===== src/rtl/id_ex_pipe_reg.sv =====
// id_ex_pipe_reg: ID/EX pipeline register with valid, stall/flush and x0 write suppression.
// Define ID_EX_WB_BYPASS_EN to forward a same-cycle write-back into captured/held operands.
module id_ex_pipe_reg #(
  parameter int DATA_W     = 32,
  parameter int REG_ADDR_W = 5,
  parameter int OPCODE_W   = 7,
  parameter int ALU_OP_W   = 4,
  parameter int DC_CTRL_W  = 3
) (
  input  logic                  clk,
  input  logic                  rst,
  input  logic                  stall,
  input  logic                  flush,
  input  logic                  valid_in,
  input  logic [DATA_W-1:0]     dataReg1,
  input  logic [DATA_W-1:0]     dataReg2,
  input  logic [DATA_W-1:0]     immValueIn,
  input  logic [OPCODE_W-1:0]   opCodeFromDec,
  input  logic [REG_ADDR_W-1:0] writeBackAddrIn,
  input  logic [REG_ADDR_W-1:0] dataS1AddrIn,
  input  logic [REG_ADDR_W-1:0] dataS2AddrIn,
  input  logic [ALU_OP_W-1:0]   ALUop,
  input  logic                  writeEnableReg,
  input  logic [DC_CTRL_W-1:0]  dataCacheControlIn,
  input  logic                  wbWriteEnable,
  input  logic [REG_ADDR_W-1:0] wbAddr,
  input  logic [DATA_W-1:0]     wbData,
  output logic                  valid_out,
  output logic [DATA_W-1:0]     dataAlu1,
  output logic [DATA_W-1:0]     dataAlu2,
  output logic [DATA_W-1:0]     immValueOut,
  output logic [ALU_OP_W-1:0]   op,
  output logic [OPCODE_W-1:0]   opCodeToHazard,
  output logic                  writeEnableAlu,
  output logic [DC_CTRL_W-1:0]  dataCacheControlOut,
  output logic [REG_ADDR_W-1:0] writeBackAddrOut,
  output logic [REG_ADDR_W-1:0] dataS1AddrOut,
  output logic [REG_ADDR_W-1:0] dataS2AddrOut
);
  logic                  valid_q, valid_d, we_q, we_d;
  logic [DATA_W-1:0]     a1_q, a1_d, a2_q, a2_d, imm_q, imm_d;
  logic [ALU_OP_W-1:0]   op_q, op_d;
  logic [OPCODE_W-1:0]   opc_q, opc_d;
  logic [DC_CTRL_W-1:0]  dc_q, dc_d;
  logic [REG_ADDR_W-1:0] rd_q, rd_d, s1_q, s1_d, s2_q, s2_d;
  logic [DATA_W-1:0]     op1_in, op2_in, op1_hold, op2_hold;
`ifdef ID_EX_WB_BYPASS_EN
  logic wb_ok;
  assign wb_ok    = wbWriteEnable && wbAddr != '0;
  assign op1_in   = (wb_ok && wbAddr == dataS1AddrIn) ? wbData : dataReg1;
  assign op2_in   = (wb_ok && wbAddr == dataS2AddrIn) ? wbData : dataReg2;
  assign op1_hold = (valid_q && wb_ok && wbAddr == s1_q) ? wbData : a1_q;
  assign op2_hold = (valid_q && wb_ok && wbAddr == s2_q) ? wbData : a2_q;
`else
  logic unused_wb;
  assign unused_wb = ^{wbWriteEnable, wbAddr, wbData};
  assign op1_in    = dataReg1;
  assign op2_in    = dataReg2;
  assign op1_hold  = a1_q;
  assign op2_hold  = a2_q;
`endif
  always_comb begin
    valid_d = valid_q;
    we_d    = we_q;
    a1_d    = op1_hold;
    a2_d    = op2_hold;
    imm_d   = imm_q;
    op_d    = op_q;
    opc_d   = opc_q;
    dc_d    = dc_q;
    rd_d    = rd_q;
    s1_d    = s1_q;
    s2_d    = s2_q;
    if (flush) begin
      valid_d = 1'b0;
      we_d    = 1'b0;
      a1_d    = '0;
      a2_d    = '0;
      imm_d   = '0;
      op_d    = '0;
      opc_d   = '0;
      dc_d    = '0;
      rd_d    = '0;
      s1_d    = '0;
      s2_d    = '0;
    end else if (!stall) begin
      valid_d = valid_in;
      we_d    = valid_in && writeEnableReg && writeBackAddrIn != '0;
      a1_d    = op1_in;
      a2_d    = op2_in;
      imm_d   = immValueIn;
      op_d    = ALUop;
      opc_d   = opCodeFromDec;
      dc_d    = valid_in ? dataCacheControlIn : '0;
      rd_d    = writeBackAddrIn;
      s1_d    = dataS1AddrIn;
      s2_d    = dataS2AddrIn;
    end
  end
  always_ff @(posedge clk) begin
    if (rst) begin
      valid_q <= 1'b0;
      we_q    <= 1'b0;
      a1_q    <= '0;
      a2_q    <= '0;
      imm_q   <= '0;
      op_q    <= '0;
      opc_q   <= '0;
      dc_q    <= '0;
      rd_q    <= '0;
      s1_q    <= '0;
      s2_q    <= '0;
    end else begin
      valid_q <= valid_d;
      we_q    <= we_d;
      a1_q    <= a1_d;
      a2_q    <= a2_d;
      imm_q   <= imm_d;
      op_q    <= op_d;
      opc_q   <= opc_d;
      dc_q    <= dc_d;
      rd_q    <= rd_d;
      s1_q    <= s1_d;
      s2_q    <= s2_d;
    end
  end
  assign valid_out           = valid_q;
  assign writeEnableAlu      = we_q;
  assign dataAlu1            = a1_q;
  assign dataAlu2            = a2_q;
  assign immValueOut         = imm_q;
  assign op                  = op_q;
  assign opCodeToHazard      = opc_q;
  assign dataCacheControlOut = dc_q;
  assign writeBackAddrOut    = rd_q;
  assign dataS1AddrOut       = s1_q;
  assign dataS2AddrOut       = s2_q;
endmodule


===== config.mk =====
export PLATFORM = sky130hd
export DESIGN_NAME = id_ex_pipe_reg
export DESIGN_NICKNAME = d
export VERILOG_FILES = /design/src/rtl/id_ex_pipe_reg.sv
export SDC_FILE = /design/constraint.sdc
export NUM_CORES = 1
export LEC_CHECK = 0
export BUFFER_PORTS_ARGS = -buffer_cell sky130_fd_sc_hd__buf_4
export CORE_MARGIN = 8
export CORE_UTILIZATION = 40
export DETAILED_ROUTE_END_ITERATION = 10
export HOLD_SLACK_MARGIN = 0.02
export PLACE_DENSITY = 0.78
export SLEW_MARGIN = 20
export SYNTH_ARGS = -nofsm -noshare
export SYNTH_HDL_FRONTEND = slang
export SYNTH_SLANG_ARGS = --single-unit

===== constraint.sdc =====
create_clock -name clk -period 2.8 [get_ports clk]
set_input_delay 0.84 -clock clk [delete_from_list [all_inputs] [get_ports clk]]
set_output_delay 0.84 -clock clk [all_outputs]
set_load 0.05 [all_outputs]

Word-level counts from Yosys, hierarchy flattened
Cells that the tools add are included.

Muxes and demuxes: 1. Reduce and logical (&&, ||, !) cells: 4.

Operators with widths (number): $reduce_bool 5->1 (1); $mux 3 (1); $logic_and 1x1->1 (2); $reduce_or 2->1 (1).

Flip-flop bits (word level): 127. Input port bits: 169. Output and inout bits: 127. Logic and storage cells: 16.

Depth between registers and ports, before layout
Gate-level depths: netlist of run 1.

Depth after elaboration: 2. Gate-level depth with buffers: 5. Depth with buffers taken out: 3.

Worst setup path after synthesis of run 1
No wires, ideal clock.

Kind: in2reg. Start: input port writeBackAddrIn[0]. End: register we_q (netlist: writeEnableAlu). Library setup time: 0.121 ns. Arrival time: 1.570 ns. Required time: 2.679 ns. Setup slack: 1.110 ns. Stages on the path: 3. Path buffers: 0. Cell sequence: or4_1 o2111ai_1 nand2_1.

Cells in the longest elaborated chain, start to end: 2.

Ends and longest elaborated chain: from (decl) (line 19) `input logic [REG_ADDR_W-1:0] writeBackAddrIn,`; $reduce_bool 5->1 (line 88) `we_d = valid_in && writeEnableReg && writeBackAddrIn != '0;`; $logic_and 1x1->1 (line 88); to (signal assigned) (line 115) `we_q <= we_d;`; to (decl) (line 40) `logic valid_q, valid_d, we_q, we_d;`.

Every way passes these cells. A chain may end at the register's enable or synchronous reset.

Worst setup path after layout of run 1
Start: register imm_q[11] (netlist: immValueOut[11]). End: output port immValueOut[11].

RTL lines: from (decl) (line 41) `logic [DATA_W-1:0] a1_q, a1_d, a2_q, a2_d, imm_q, imm_d;`; from (signal assigned) (line 118) `imm_q <= imm_d;`; to (decl) (line 31) `output logic [DATA_W-1:0] immValueOut,`.

No word-level cell between the ends.

==> impl_metrics.tcl, run 1 <==
set metrics [dict create \
    overflow 0 \
    drc_errors 0 \
    cts_setup_buffers 0 \
    ant_nets 0 \
    diodes 0 \
    hold_path_class "flop to flop" \
    ios 296 \
    powerDensity_nw_per_um2 690.0 \
    arrival_ps 1060 \
    clk_pin_slew_ps 60 \
    fp.dieH_microns 121.8 \
    post_drt_wl_per_cell_microns 16.26 \
    endpoint_kind "output port" \
    slew_headroom 0.7231 \
    slowest_stage "dfxtp_1" \
    dpl-instance-area_sq_um 6499 \
    finalWeightedCongestion 0.7080 \
    worstPathRequired_ps 1960 \
    row_count 38 \
    grt_usage 0.1724 \
    fp.dieW_microns 121.8 \
    synth_warnings 0 \
    r2r_end "dataCacheControlOut[2]$_SDFFE_PP0N_" \
    grt_pass1_vias 4062 \
    path_max_fanout 2 \
    yosysSeqAreaShare 0.5678 \
    fin_area_sq_um 7144 \
    total_leakage_power_nw 3.596 \
    cp_cell_sequence "buf_4" \
    cts.sinks 127 \
    htreeDepth 4 \
    final_common_cell "buf_4" \
    portBuffers 257 \
    cts_resized 0 \
    slew_viol_final 0 \
    tightest_slew_ps 415.4 \
    ir_worst_vdd_v 0.0004082 \
    holdPathEnd "dataAlu2[6]$_SDFFE_PP0N_" \
    crit_type "flop to output port" \
    cts_made_buffers 17 \
    status "completed" \
    drt_iter0_markers 145 \
    crit_buf_inv 1 \
    rrSetupSlack_ps 2130 \
    period_share 0.6791 \
    wl_microns 13350 \
    hold_buffers 0 \
    cpLargestDelayFamily "flip-flops" \
    fin_setup_tns_ps 0 \
    core_sq_um 10890 \
    syn_area_per_cell_sq_um 10.82 \
    fin_skew_ps 0 \
    cts_tree "yes" \
    power_mw 4.929 \
    cp-start-kind "flop" \
    cts_root_buf "clkbuf_8" \
    layout-drive-gt1-share 0.4317 \
    antenna_found_initial 0 \
    synth_cell_types 16 \
    dpl.cell_count 789 \
    vias 3812 \
    min_from "dataAlu2[6]$_SDFFE_PP0N_" \
    die_area_sq_um 14840 \
    rr_startpoint "dataCacheControlOut[2]$_SDFFE_PP0N_" \
    clock_latency_ps 500 \
    mostFrequentLayoutCells "259 x buf_4, 127 x nor2_1, 127 x dfxtp_1, 122 x mux2i_1, 16 x clkbuf_16" \
    areaGrowthSynthToFinish_pct 59.54 \
    yosys_register_bits 127 \
    period_needed_ps 1901 \
    setup_violations 0 \
    synthCells 414 \
    grt_max_degree 71 \
    dpl.hpwl_microns 10240 \
    hold-path-cell-count 2 \
    nets 837 \
    fmax_ghz 0.5259 \
    syn_nets 583 \
    cts_buffer_depth 2 \
    netlist_area_sq_um 4478 \
    hold_viol 0 \
    rr_worst_depth 2 \
    worst_path_largest_cell_delay_ps 350 \
    rsz0062_at_grt "false" \
    final_cell_count_no_fill 821 \
    start_util 0.4113 \
    drt_pass1_iterations 4 \
    grt_pass1_wl_microns 20180 \
    via_per_inst 4.643 \
    drv_cap 0 \
]
## cell families after synthesis
family | share of synthesized area
AND/OR/NAND/NOR | 0.1129
multiplexers | 0.2727
AO/OA/AOI/OAI | 0.008102
flip-flops | 0.5678
buffers and inverters | 0.03856
## metal layers
| layer | share of wire | track usage |
|---|---|---|
| met1 | 0.36 | 0.1655 |
| met2 | 0.51 | 0.3106 |
| met3 | 0.12 | 0.08653 |
| met4 | 0.012 | 0.06322 |
| met5 | 0 | 0 |
## sequential cells by signal, summed over array words and instances, names as in the netlist
name,cells
dataAlu1,32
dataS2AddrOut,5
writeBackAddrOut,5
op,4
valid_out,1
opCodeToHazard,7
writeEnableAlu,1
dataS1AddrOut,5
dataAlu2,32
immValueOut,32
dataCacheControlOut,3
## cell type report
| type | instances | area [sq um] |
|---|---|---|
| fill | 857 | 3744 |
| sequential | 127 | 2542 |
| timing repair buffer | 263 | 2016 |
| multi-input combinational | 259 | 1765 |
| clock buffer | 22 | 462.9 |
| clock inverter | 10 | 182.7 |
| tap | 140 | 175.2 |
## metrics by stage
step	setup WS, ps	hold slack, ps	util
6_report	898.6	494.4	0.6562
3_5_place_dp	796.1	486.8	0.5969
4_1_cts	860.2	499.7	0.6562
3_3_place_gp	847.4	470.9	0.5969
2_1_floorplan	1110	698.7	-
5_1_grt	839.9	523.5	0.6562
## report_power, final
part / internal (mW) / switching (mW) / leakage [nW] / total, mW
combinational: 0.287 / 0.380 / 2.25 / 0.667
sequential: 1.87 / 0.0311 / 1.03 / 1.90
clock: 1.60 / 0.759 / 0.307 / 2.36
total: 3.76 / 1.17 / 3.60 / 4.93
## how the worst max path moves through the flow
stage | from | endpoint | slack [ps] | cells past startpoint
floorplan | writeBackAddrIn[0] | writeEnableAlu$_SDFFE_PP0N_ | 1110 | 3
global placement | stall | dataAlu1[27]$_SDFFE_PP0N_ | 850 | 4
detailed placement | stall | dataS2AddrOut[1]$_SDFFE_PP0N_ | 800 | 4
CTS | immValueOut[11]$_SDFFE_PP0N_ | immValueOut[11] | 860 | 1
global route | immValueOut[18]$_SDFFE_PP0N_ | immValueOut[18] | 840 | 1
finish | immValueOut[11]$_SDFFE_PP0N_ | immValueOut[11] | 900 | 1
## cells in the mapped netlist
master,number,share of area
a21oi_1,1,0.0011
o2111ai_1,1,0.0020
nor2_1,127,0.11
buf_6,5,0.013
nand2_1,1,0.00084
buf_2,12,0.013
a22oi_1,3,0.0050
nand3_1,1,0.0011
dfxtp_1,127,0.57
buf_4,4,0.0067
buf_1,2,0.0017
or4_1,1,0.0017
clkbuf_1,5,0.0042
or2_1,1,0.0014
mux2i_1,122,0.27
nor2b_1,1,0.0014
No activity file was read; power rests on OpenSTA's default activity.
==> run 2, diff against run 1 <==
--- a/config.mk
+++ b/config.mk
@@ -5,6 +5,7 @@
 export SDC_FILE = /design/constraint.sdc
 export NUM_CORES = 1
 export LEC_CHECK = 0
+export ABC_AREA = 1
 export BUFFER_PORTS_ARGS = -buffer_cell sky130_fd_sc_hd__buf_4
 export CORE_MARGIN = 8
 export CORE_UTILIZATION = 40
==> constraint.sdc (replaced) <==
create_clock -name clk -period 1.9 [get_ports clk]
set_input_delay 0.57 -clock clk [delete_from_list [all_inputs] [get_ports clk]]
set_output_delay 0.57 -clock clk [all_outputs]
set_load 0.05 [all_outputs]
==> run 2 against run 1 <==
Effect of this change: routed wire length grew 11%; clock power grew 36%; utilization fell by 0.61 points; setup slack worse by 550 ps; largest cell class unchanged.
==> impl_metrics.tcl, run 2 <==
set metrics [dict create \
    rsz0062_at_grt "false" \
    dpl.hpwl_microns 11000 \
    yosysSeqAreaShare 0.5632 \
    cpLargestDelayFamily "flip-flops" \
    crit_type "flop to output port" \
    die_area_sq_um 14940 \
    worst_path_largest_cell_delay_ps 360 \
    status "completed" \
    fmax_ghz 0.6464 \
    synthCells 557 \
    ir_worst_vdd_v 0.0007076 \
    row_count 38 \
    yosys_register_bits 127 \
    cts_root_buf "clkbuf_16" \
    start_util 0.4128 \
    synth.largest_area_cell "dfxtp_1" \
    path_max_fanout 2 \
    synth_warnings 0 \
    cts_made_buffers 17 \
    netlist_area_sq_um 4514 \
    synth_cell_types 14 \
    overflow 0 \
    period_share 0.8142 \
    synth_top_family_by_area "simple AND/OR/NAND/NOR gates" \
    antenna_found_initial 0 \
    synth_common_cells "252 x nand2_1, 127 x dfxtp_1, 96 x a21oi_1, 30 x a21oi_2, 18 x clkbuf_1" \
    cts_buffer_depth 2 \
    hold_buffers 0 \
    total_leakage_power_nw 3.209 \
    tightest_slew_ps 575.9 \
    fp.dieH_microns 122.2 \
    crit_buf_inv 1 \
    cp-start-kind "flop" \
    drt_iter0_markers 273 \
    via_per_inst 4.813 \
    synth_simple_gate_area_frac 0.2154 \
    cts_setup_buffers 0 \
    finalWeightedCongestion 0.7856 \
    powerDensity_nw_per_um2 978.7 \
    hold_slack_ps 413.7 \
    layout-drive-gt1-share 0.3998 \
    drt_pass1_iterations 4 \
    grt_pass1_vias 4532 \
    setup_violations 0 \
    power_mw 6.958 \
    grt_pass1_wl_microns 22490 \
    period_needed_ps 1547 \
    synth_area_leaders "dfxtp_1 56%, nand2_1 21%, a21oi_1 11%" \
    utilization 0.6501 \
    final_common_cell "buf_4" \
    vias 4587 \
    grt_max_degree 127 \
    syn_area_per_cell_sq_um 8.105 \
    drc_errors 0 \
    synth_compound_area_frac 0.1663 \
    endpoint_kind "output port" \
    slowest_stage "dfxtp_1" \
    nets 969 \
    synth_edf_count 0 \
    fp.dieW_microns 122.2 \
    grt_usage 0.1910 \
    clock_latency_ps 400 \
    wl_microns 14800 \
    worstPathRequired_ps 1330 \
    synth-xor-area-share 0 \
    hold_path_class "input pin to flop" \
    slew_viol_final 0 \
    synth_top_cell_area_share 0.5632 \
    drv_cap 0 \
    portBuffers 257 \
    fin_setup_tns_ps 0 \
    arrival_ps 980 \
    areaGrowthSynthToFinish_pct 57.48 \
    diodes 0 \
    htreeDepth 4 \
    ant_nets 0 \
    post_drt_wl_per_cell_microns 15.53 \
    cts.sinks 127 \
    cts_resized 0 \
    yosys.area_share.adder 0 \
    synth-async-reset-ratio 0 \
    syn_nets 726 \
    synthMuxAreaShare 0 \
    cp_cell_sequence "buf_4" \
    slew_headroom 0.6161 \
    clk_pin_slew_ps 50 \
    fin_skew_ps 0 \
    synthFlopType "dfxtp_1" \
    core_sq_um 10940 \
    ios 296 \
    yosysMostFrequentCell "nand2_1" \
    mostFrequentLayoutCells "260 x buf_4, 252 x nand2_1, 127 x dfxtp_1, 96 x a21oi_1, 30 x a21oi_2" \
    nFillCells 911 \
    hold_viol 0 \
    cts_tree "yes" \
]
run 2: changes by cell type after synthesis, sizes merged, moves of 13 or more:
cell    delta
nand2    +251
a21oi    +125
nor2     -123
mux2i    -122
clkbuf    +13
run 2: final timing paths:
check,from,endpoint,slack [ps],cells past startpoint
worst max register to register,dataAlu2[31]$_SDFFE_PP0N_,dataAlu2[31]$_SDFFE_PP0N_,1230,2
worst max-delay path,op[0]$_SDFFE_PP0N_,op[0],350,1
worst min register to register,dataAlu1[27]$_SDFFE_PP0N_,dataAlu1[27]$_SDFFE_PP0N_,460,2
worst min-delay path,dataCacheControlIn[1],dataCacheControlOut[1]$_SDFFE_PP0N_,410,3
run 2: routing by layer:
layer / vias to the layer above / track usage / wire (microns)
met5: - / 0 / 0
met4: 0 / 0.08606 / 381
met3: 29 / 0.09830 / 1835
met2: 206 / 0.3334 / 7399
met1: 2089 / 0.1857 / 5187
li1: 2263 / - / -
run 2: cells by family (layout without fill, tap and decap cells):
| kind of cell | after synthesis | after routing |
|---|---|---|
| simple gates | 258 | 258 |
| compound gates | 127 | 127 |
| flops | 127 | 127 |
| buf+inv | 45 | 301 |
run 2: final cells by class:
class,count,area [sq um],share of cell area
clock buffer,27,523.0,0.07357
clock inverter,5,75.07,0.01056
inverter,4,16.27,0.002288
multi-input combinational,385,1725,0.2427
sequential,127,2542,0.3576
tap,140,175.2,0.02464
timing repair buffer,265,2052,0.2886
run 2: stage by stage:
stage | worst slack [ps] | instances | cell area [sq um]
2_1_floorplan | 560.8 | 557 | 4514
3_3_place_gp | 274.3 | 921 | 6511
3_5_place_dp | 252.6 | 921 | 6511
4_1_cts | 327.1 | 953 | 7109
5_1_grt | 320.7 | 953 | 7109
6_report | 352.9 | 953 | 7109
run 2: power by group:
part	internal [mW]	switching (mW)	total [mW]
sequential	2.75	0.0442	2.80
clock	2.14	1.08	3.22
combinational	0.365	0.580	0.945
==> run 3, diff against run 2 <==
==> constraint.sdc (replaced) <==
create_clock -name clk -period 1.55 [get_ports clk]
set_input_delay 0.465 -clock clk [delete_from_list [all_inputs] [get_ports clk]]
set_output_delay 0.465 -clock clk [all_outputs]
set_load 0.05 [all_outputs]
==> run 3 against run 2 <==
Effect of this change: via count rose by 0.96%; clock-buffer cell count fell by 6; design area rose by 1.2%; critical path depth did not move; clock skew did not move; utilization rose by 0.78 points; sequential cell count did not move; die area did not move; combinational power rose by 24%; routed wire length rose by 4.0%.
==> impl_metrics.tcl, run 3 (synthesis gave the netlist of run 2 again) <==
set metrics [dict create \
    cpLargestDelayFamily "flip-flops" \
    mostFrequentLayoutCells "265 x buf_4, 252 x nand2_1, 127 x dfxtp_1, 96 x a21oi_1, 30 x a21oi_2" \
    drc_errors 0 \
    final_common_cell "buf_4" \
    crit_buf_inv 1 \
    grt_max_degree 127 \
    cp_cell_sequence "buf_4" \
    period_share 0.9362 \
    ios 296 \
    ant_nets 0 \
    post-place-ws_ps 134.1 \
    layout-drive-gt1-share 0.4051 \
    hold_viol 0 \
    cts_resized 0 \
    worstPathRequired_ps 1080 \
    clock_latency_ps 400 \
    grt_usage 0.1991 \
    vias 4631 \
    hold-path-cell-count 3 \
    rr_startpoint "immValueOut[14]$_SDFFE_PP0N_" \
    cts_tree "yes" \
    p_sw_frac 0.2437 \
    row_count 38 \
    slew_headroom 0.6369 \
    portBuffers 257 \
    drv_cap 0 \
    p_seq_frac 0.384 \
    fin_setup_tns_ps 0 \
    p_int_mw 6.753 \
    fmax_ghz 0.6891 \
    fin_skew_ps 0 \
    areaGrowthSynthToFinish_pct 59.37 \
    total_leakage_power_nw 3.236 \
    fp.dieH_microns 122.2 \
    clockPowerShare 0.485 \
    dpl.hpwl_microns 11320 \
    finalWeightedCongestion 0.7837 \
    core_sq_um 10940 \
    powerDensity_nw_per_um2 1241 \
    fp.dieW_microns 122.2 \
    die_area_sq_um 14940 \
    drt_pass1_iterations 4 \
    power.switching_mw 2.176 \
    drt_iter0_markers 247 \
    cts_buffer_depth 2 \
    post_drt_wl_per_cell_microns 16.09 \
    ir_worst_vdd_v 0.0006373 \
    worst_path_largest_cell_delay_ps 360 \
    cts_made_buffers 17 \
    endpoint_kind "output port" \
    rrSetupSlack_ps 880 \
    period_needed_ps 1451 \
    nets 974 \
    grt_pass1_wl_microns 23480 \
    holdPathEnd "immValueOut[4]$_SDFFE_PP0N_" \
    tightest_slew_ps 544.6 \
    start_util 0.4128 \
    cp-start-kind "flop" \
    htreeDepth 4 \
    slew_viol_final 0 \
    overflow 0 \
    diodes 0 \
    hold_buffers 0 \
    nFillCells 913 \
    crit_type "flop to output port" \
    status "completed" \
    arrival_ps 990 \
    rsz0062_at_grt "false" \
    hold_path_class "input pin to flop" \
    setup_violations 0 \
    cts.sinks 127 \
    rr_worst_depth 2 \
    p_comb_frac 0.131 \
    min_from "immValueIn[4]" \
    slowest_stage "dfxtp_1" \
    fin_ws_ps 98.88 \
    r2r_end "immValueOut[14]$_SDFFE_PP0N_" \
    cts_root_buf "clkbuf_16" \
    antenna_found_initial 0 \
    grt_pass1_vias 4818 \
    wl_microns 15400 \
    clk_pin_slew_ps 60 \
    via_per_inst 4.839 \
    path_max_fanout 2 \
    cts_setup_buffers 0 \
]
==> run 3: worst max path at each step <==
| stage | start | end | slack [ps] | cells past startpoint |
|---|---|---|---|---|
| global route | dataAlu1[3]$_SDFFE_PP0N_ | dataAlu1[3] | 50 | 1 |
| finish | dataAlu1[3]$_SDFFE_PP0N_ | dataAlu1[3] | 100 | 1 |
| global placement | stall | dataCacheControlOut[0]$_SDFFE_PP0N_ | 160 | 7 |
| detailed placement | flush | dataAlu2[18]$_SDFFE_PP0N_ | 130 | 4 |
| floorplan | flush | dataAlu1[0]$_SDFFE_PP0N_ | 320 | 5 |
| CTS | dataAlu1[3]$_SDFFE_PP0N_ | dataAlu1[3] | 80 | 1 |
==> run 3: area by class of cell <==
cell class                 instances  area (sq um)  share of cell area
multi-input combinational        385          1725              0.2398
timing repair buffer             270          2090              0.2904
sequential                       127          2542              0.3534
inverter                           4         16.27            0.002261
clock buffer                      21         460.4             0.06400
tap                              140         175.2             0.02435
clock inverter                    10         185.2             0.02574
==> run 3: layer usage <==
metal,vias to the layer above,global-route usage,wire length [microns]
met5,-,0,0
met4,0,0.08454,427
met3,30,0.09508,1656
met2,203,0.3457,7686
met1,2124,0.2013,5625
li1,2274,-,-
==> run 3: power by group through the flow <==
stage | Combinational, mW | Sequential, mW | Clock, mW
6_report | 1.17 | 3.43 | 4.33
5_1_grt | 1.25 | 3.43 | 4.58
4_1_cts | 1.18 | 3.43 | 4.40
3_5_place_dp | 1.18 | 3.49 | 0
3_3_place_gp | 1.16 | 3.49 | 0
2_1_floorplan | 0.314 | 3.84 | 0
==> run 3: metrics by stage <==
step	instance area (sq um)	cells	total power, mW	util	hold WS [ps]
floorplan	4514	557	4.158	-	606.4
global placement	6549	926	4.644	0.5989	444.8
detailed placement	6549	926	4.673	0.5989	450.9
CTS	7194	957	9.010	0.6579	294.8
global route	7194	957	9.260	0.6579	294.6
finish	7194	957	8.929	0.6579	309.2
